==> src/rtl/ahb_bram_if.sv <==
// ahb_bram_if: AHB-Lite slave front end for a dual-port block RAM.
//   Port A: byte-write port, driven during the write data phase.
//   Port B: registered-address read port, one-cycle read latency.
//   Illegal transfers (bad size, misaligned, beyond MEM_WORDS) get a
//   two-cycle ERROR response and never touch the RAM.
// Optional feature macro: AHB_BRAM_RDREG_EN
//   defined   -> reads take one wait state and HRDATA comes from a register.
//   undefined -> zero-wait reads, HRDATA taken straight from BRAM_DOUTB.
module ahb_bram_if #(
    parameter int ADDR_WIDTH = 14,
    parameter int MEM_WORDS  = 2**ADDR_WIDTH
) (
    input  logic                  HCLK,
    input  logic                  HRESETn,
    input  logic                  HSEL,
    input  logic [31:0]           HADDR,
    input  logic [1:0]            HTRANS,
    input  logic [2:0]            HSIZE,
    input  logic                  HWRITE,
    input  logic [31:0]           HWDATA,
    input  logic                  HREADY,
    output logic                  HREADYOUT,
    output logic                  HRESP,
    output logic [31:0]           HRDATA,
    output logic [ADDR_WIDTH-1:0] BRAM_ADDRA,
    output logic [31:0]           BRAM_DINA,
    output logic [3:0]            BRAM_WEA,
    output logic [ADDR_WIDTH-1:0] BRAM_ADDRB,
    input  logic [31:0]           BRAM_DOUTB
);

    localparam logic [1:0] S_IDLE    = 2'd0;
`ifdef AHB_BRAM_RDREG_EN
    localparam logic [1:0] S_RD_WAIT = 2'd1;
`endif
    localparam logic [1:0] S_ERR1    = 2'd2;
    localparam logic [1:0] S_ERR2    = 2'd3;

    // Word count widened by one bit so MEM_WORDS == 2**ADDR_WIDTH fits.
    localparam logic [ADDR_WIDTH:0] MEM_LIMIT = (ADDR_WIDTH+1)'(MEM_WORDS);

    logic [1:0]            state, state_nxt;
    logic                  accept, start, illegal;
    logic [ADDR_WIDTH-1:0] word_idx;
    logic [3:0]            lane_mask;
    logic                  wr_pend, rd_pend;
    logic [ADDR_WIDTH-1:0] wr_idx;
    logic [3:0]            wr_mask;

    // Address bits above the byte window and HTRANS[0] carry no meaning here.
    logic unused_bits;
    assign unused_bits = ^{HADDR[31:ADDR_WIDTH+2], HTRANS[0]};

    assign accept   = HSEL & HTRANS[1] & HREADY;
    // Only IDLE and ERR2 present HREADYOUT=1, so only they can start a transfer.
    assign start    = accept & ((state == S_IDLE) | (state == S_ERR2));
    assign word_idx = HADDR[ADDR_WIDTH+1:2];

    // Decode size/alignment/range legality and byte-lane mask of the address phase.
    always_comb begin
        lane_mask = 4'b0000;
        illegal   = ({1'b0, word_idx} >= MEM_LIMIT);
        case (HSIZE)
            3'd0: lane_mask = 4'b0001 << HADDR[1:0];
            3'd1: begin
                lane_mask = 4'b0011 << {HADDR[1], 1'b0};
                if (HADDR[0]) illegal = 1'b1;
            end
            3'd2: begin
                lane_mask = 4'b1111;
                if (HADDR[1:0] != 2'b00) illegal = 1'b1;
            end
            default: illegal = 1'b1;
        endcase
    end

    // Response FSM: error pair, optional read wait, otherwise idle.
    always_comb begin
        state_nxt = S_IDLE;
        case (state)
            S_ERR1: state_nxt = S_ERR2;
`ifdef AHB_BRAM_RDREG_EN
            S_RD_WAIT: state_nxt = S_IDLE;
`endif
            default: begin
                if (start && illegal)
                    state_nxt = S_ERR1;
`ifdef AHB_BRAM_RDREG_EN
                else if (start && !HWRITE)
                    state_nxt = S_RD_WAIT;
`endif
                else
                    state_nxt = S_IDLE;
            end
        endcase
    end

    // State and address-phase capture; reset drops any pending write.
    always_ff @(posedge HCLK or negedge HRESETn) begin
        if (!HRESETn) begin
            state   <= S_IDLE;
            wr_pend <= 1'b0;
            rd_pend <= 1'b0;
            wr_idx  <= '0;
            wr_mask <= 4'b0000;
        end else begin
            state   <= state_nxt;
            wr_pend <= start & ~illegal & HWRITE;
            rd_pend <= start & ~illegal & ~HWRITE;
            if (start && !illegal && HWRITE) begin
                wr_idx  <= word_idx;
                wr_mask <= lane_mask;
            end
        end
    end

    assign HREADYOUT  = (state == S_IDLE) | (state == S_ERR2);
    assign HRESP      = (state == S_ERR1) | (state == S_ERR2);

    // Write port is live only in a legal write data phase.
    assign BRAM_ADDRA = wr_idx;
    assign BRAM_DINA  = HWDATA;
    assign BRAM_WEA   = wr_pend ? wr_mask : 4'b0000;

    // RAM registers the read address itself, so feed the bus address through.
    assign BRAM_ADDRB = word_idx;

`ifdef AHB_BRAM_RDREG_EN
    logic [31:0] hrdata_q;

    // Capture RAM output during the read wait cycle; hold until the next read.
    always_ff @(posedge HCLK or negedge HRESETn) begin
        if (!HRESETn)
            hrdata_q <= 32'h0;
        else if (rd_pend)
            hrdata_q <= BRAM_DOUTB;
    end

    assign HRDATA = hrdata_q;
`else
    assign HRDATA = rd_pend ? BRAM_DOUTB : 32'h0;
`endif

endmodule

==> config.mk <==
export PLATFORM = sky130hd
export DESIGN_NAME = ahb_bram_if
export DESIGN_NICKNAME = d
export VERILOG_FILES = /design/src/rtl/ahb_bram_if.sv
export SDC_FILE = /design/constraint.sdc
export NUM_CORES = 1
export LEC_CHECK = 0
export BUFFER_PORTS_ARGS = -buffer_cell sky130_fd_sc_hd__buf_2
export CAP_MARGIN = 20
export CORE_AREA = 2 2 78 80
export DETAILED_ROUTE_END_ITERATION = 7
export DIE_AREA = 0 0 80 82
export PLACE_DENSITY = 0.83
export SYNTH_ARGS = -nofsm -noshare
export SYNTH_HDL_FRONTEND = slang
export SYNTH_SLANG_ARGS = --single-unit
export TNS_END_PERCENT = 20
==> constraint.sdc <==
create_clock -name HCLK -period 2.3 [get_ports HCLK]
set_input_delay 0.345 -clock HCLK [delete_from_list [all_inputs] [get_ports HCLK]]
set_output_delay 0.345 -clock HCLK [all_outputs]
set_load 0.01 [all_outputs]
==> out/qor.yml <==
timing:
  finClkSkew_ps: 3.98
  rsz0062_at_grt: "false"
  setup_viol: 0
  maxSlewHeadroom: 0.563
  maxSlewViolCount: 0
  tightest_slew_ps: 655
  fmax_mhz: 529
  hold_ws_ps: 37.0
  period_share: 0.822
  fin_crit_ps: 1890
  setup_ws_ps: 409
  hold_viol_final: 0
  finalSetupTns_ps: 0
critical_path:
  crit_arrival_ps: 2030
  crit_required_ps: 2440
  worst_setup_path_start_kind: "flip-flop"
  worstSetupEndpointType: "flip-flop"
  path_class: "reg2reg"
  cp_max_fo: 23
power:
  p_sw_frac: 0.305
  ir_drop_mv: 0.376
  power_mw: 1.34
  switchingPower_uw: 407
  p_int_uw: 930
  seqPwrFrac: 0.431
  power_density_nw_per_um2: 682
  clkPwrFrac: 0.206
  p_comb_frac: 0.363
  p_leak_nw: 1.20
logic_synthesis:
  synth_xor_area_frac: 0
  ys_warn_count: 0
  synth.area.mux_share: 0.126
  netlist_area_um2: 1570
  synth_fa_ha_area_frac: 0.0159
  postSynthNetCount: 265
  synth_compound_area_frac: 0.0636
  ys_seq_area_frac: 0.350
  yosys.cell_types.count: 23
  synth_top_area_frac: 0.350
  avgSynthCellArea_um2: 10.0
  ys_top_cells_by_area: "dfrtp_1, buf_4, and2_1"
  synth_top_family_by_area: "buffers and inverters"
  ys_ff_latch: 22
  syn-instance-count: 157
  synth_top_area_cell: "dfrtp_1"
  synthSimpleGateAreaFrac: 0.194
clock_network:
  clock-sinks: 22
  numCtsBuffers: 3
  post-cts-setup-buffer-count: 0
  ctsLongestPathBuffers: 2
  cts.repair.resized: 0
  path_clk_slew_ps: 80
  ctsHoldBuffers: 0
  cts_tree: "done"
  h-tree-depth: 1
  cts_root_buf: "clkbuf_8"
  insertion_delay_ps: 260
placement:
  placement.io_buffers: 122
  dp_slack_ps: 408
  gp_congestion: 0.771
  dpl.cell_count: 304
  place_hpwl_um: 3260
detailed_routing:
  ant_nets: 0
  drtPass1Iterations: 4
  viasPerCell: 4.05
  drt_iter0_drc: 24
  drt_wl_total_um: 3900
  drc: 0
  wire_per_inst_um: 12.7
  vias: 1247
grt:
  grt_pass1_wl_um: 5920
  grt_pass1_vias: 1177
  grt_use_total: 0.114
  grt_max_degree: 33
  overflow: 0
  antenna_found_initial: 0
cells_and_area:
  area_growth_pct: 24.6
  nNetsFinal: 342
  final_cell_mix: "buf_2, and2_1, dfrtp_1, mux2_4, o21ai_0"
  n_antenna_cell: 0
  final_common_cell: "buf_2"
  drive_gt1_frac: 0.622
  layout.cells.non_filler: 308
floorplanning:
  die_height_um: 82
  start_util: 0.274
  io_pins: 204
  die_area_um2: 6560
  die_w_um: 80
  core_um2: 5750
  rows: 28
status:
  outcome: "completed"
run:
  maxCapViolCount: 0
min_path:
  hp-class: "in2async"
-- metrics by stage --
stage / util / cell area, um^2
global placement: 0.332 / 1910
floorplan: - / 1570
detailed placement: 0.332 / 1910
finish: 0.341 / 1960
CTS: 0.341 / 1960
global route: 0.341 / 1960
-- synthesized netlist by cell type (all sizes together) --
cell type / instances
nor2: 4
or2: 1
mux2: 14
nand4: 1
a21boi: 1
nor4: 1
buf: 48
nand2: 4
o2111ai: 1
inv: 4
nor3: 1
a21oi: 3
o21ai: 8
o21bai: 1
dfrtp: 22
and2: 36
nor2b: 1
and4: 1
clkbuf: 3
ha: 2
-- cell type report --
type,instances,area [um^2]
inverter,4,15.0
timing repair buffer,123,618
tap,75,93.8
sequential,22,551
fill,615,3780
clock buffer,4,55.1
multi-input combinational,80,629
-- worst paths after layout --
check	endpoint	startpoint	cells past startpoint	slack, ps
min in group HCLK	rd_pend	HSIZE[2]	2	290
min	BRAM_ADDRA[13]	HRESETn	1	40
max reg2reg	BRAM_ADDRA[4]	state[0]	6	410
max in group asynchronous	BRAM_ADDRA[0]	HRESETn	1	1930
max	BRAM_ADDRA[4]	state[0]	6	410
min reg2reg	wr_mask[1]	wr_mask[1]	2	480
-- cell families (layout without fill, tap and decap cells) --
logic type      Yosys count  count (layout)
compound gates           14              14
fa+ha+maj                 2               2
buf+inv                  55             131
flops                    22              22
mux                      14              14
simple gates             50              50
-- routing by layer --
metal / GRT usage / wire length, um / up-vias
li1: - / - / 610
met1: 0.157 / 1620 / 559
met2: 0.157 / 1800 / 54
met3: 0.0396 / 355 / 24
met4: 0.0593 / 123 / 0
met5: 0 / 0 / -
-- power groups by stage --
stage | Sequential [mW] | Clock (mW) | Combinational (mW)
after floorplan | 0.618 | 0 | 0.299
after global placement | 0.578 | 0 | 0.477
after detailed placement | 0.584 | 0 | 0.495
after CTS | 0.578 | 0.290 | 0.497
after global routing | 0.595 | 0.310 | 0.541
final | 0.576 | 0.276 | 0.485
-- worst max-delay path, stage by stage, from the launching register on --
cell and delay (ps):
dfrtp_1 360, inv_1 50, ha_1 310, and4_1 240, o2111ai_4 90, buf_4 350, mux2_2 380
-- state kept, by name, summed over array words and instances, names as in the netlist --
signal      flops
wr_pend         1
state           2
rd_pend         1
BRAM_ADDRA     14
wr_mask         4
No activity file was read; power rests on OpenSTA's default activity.
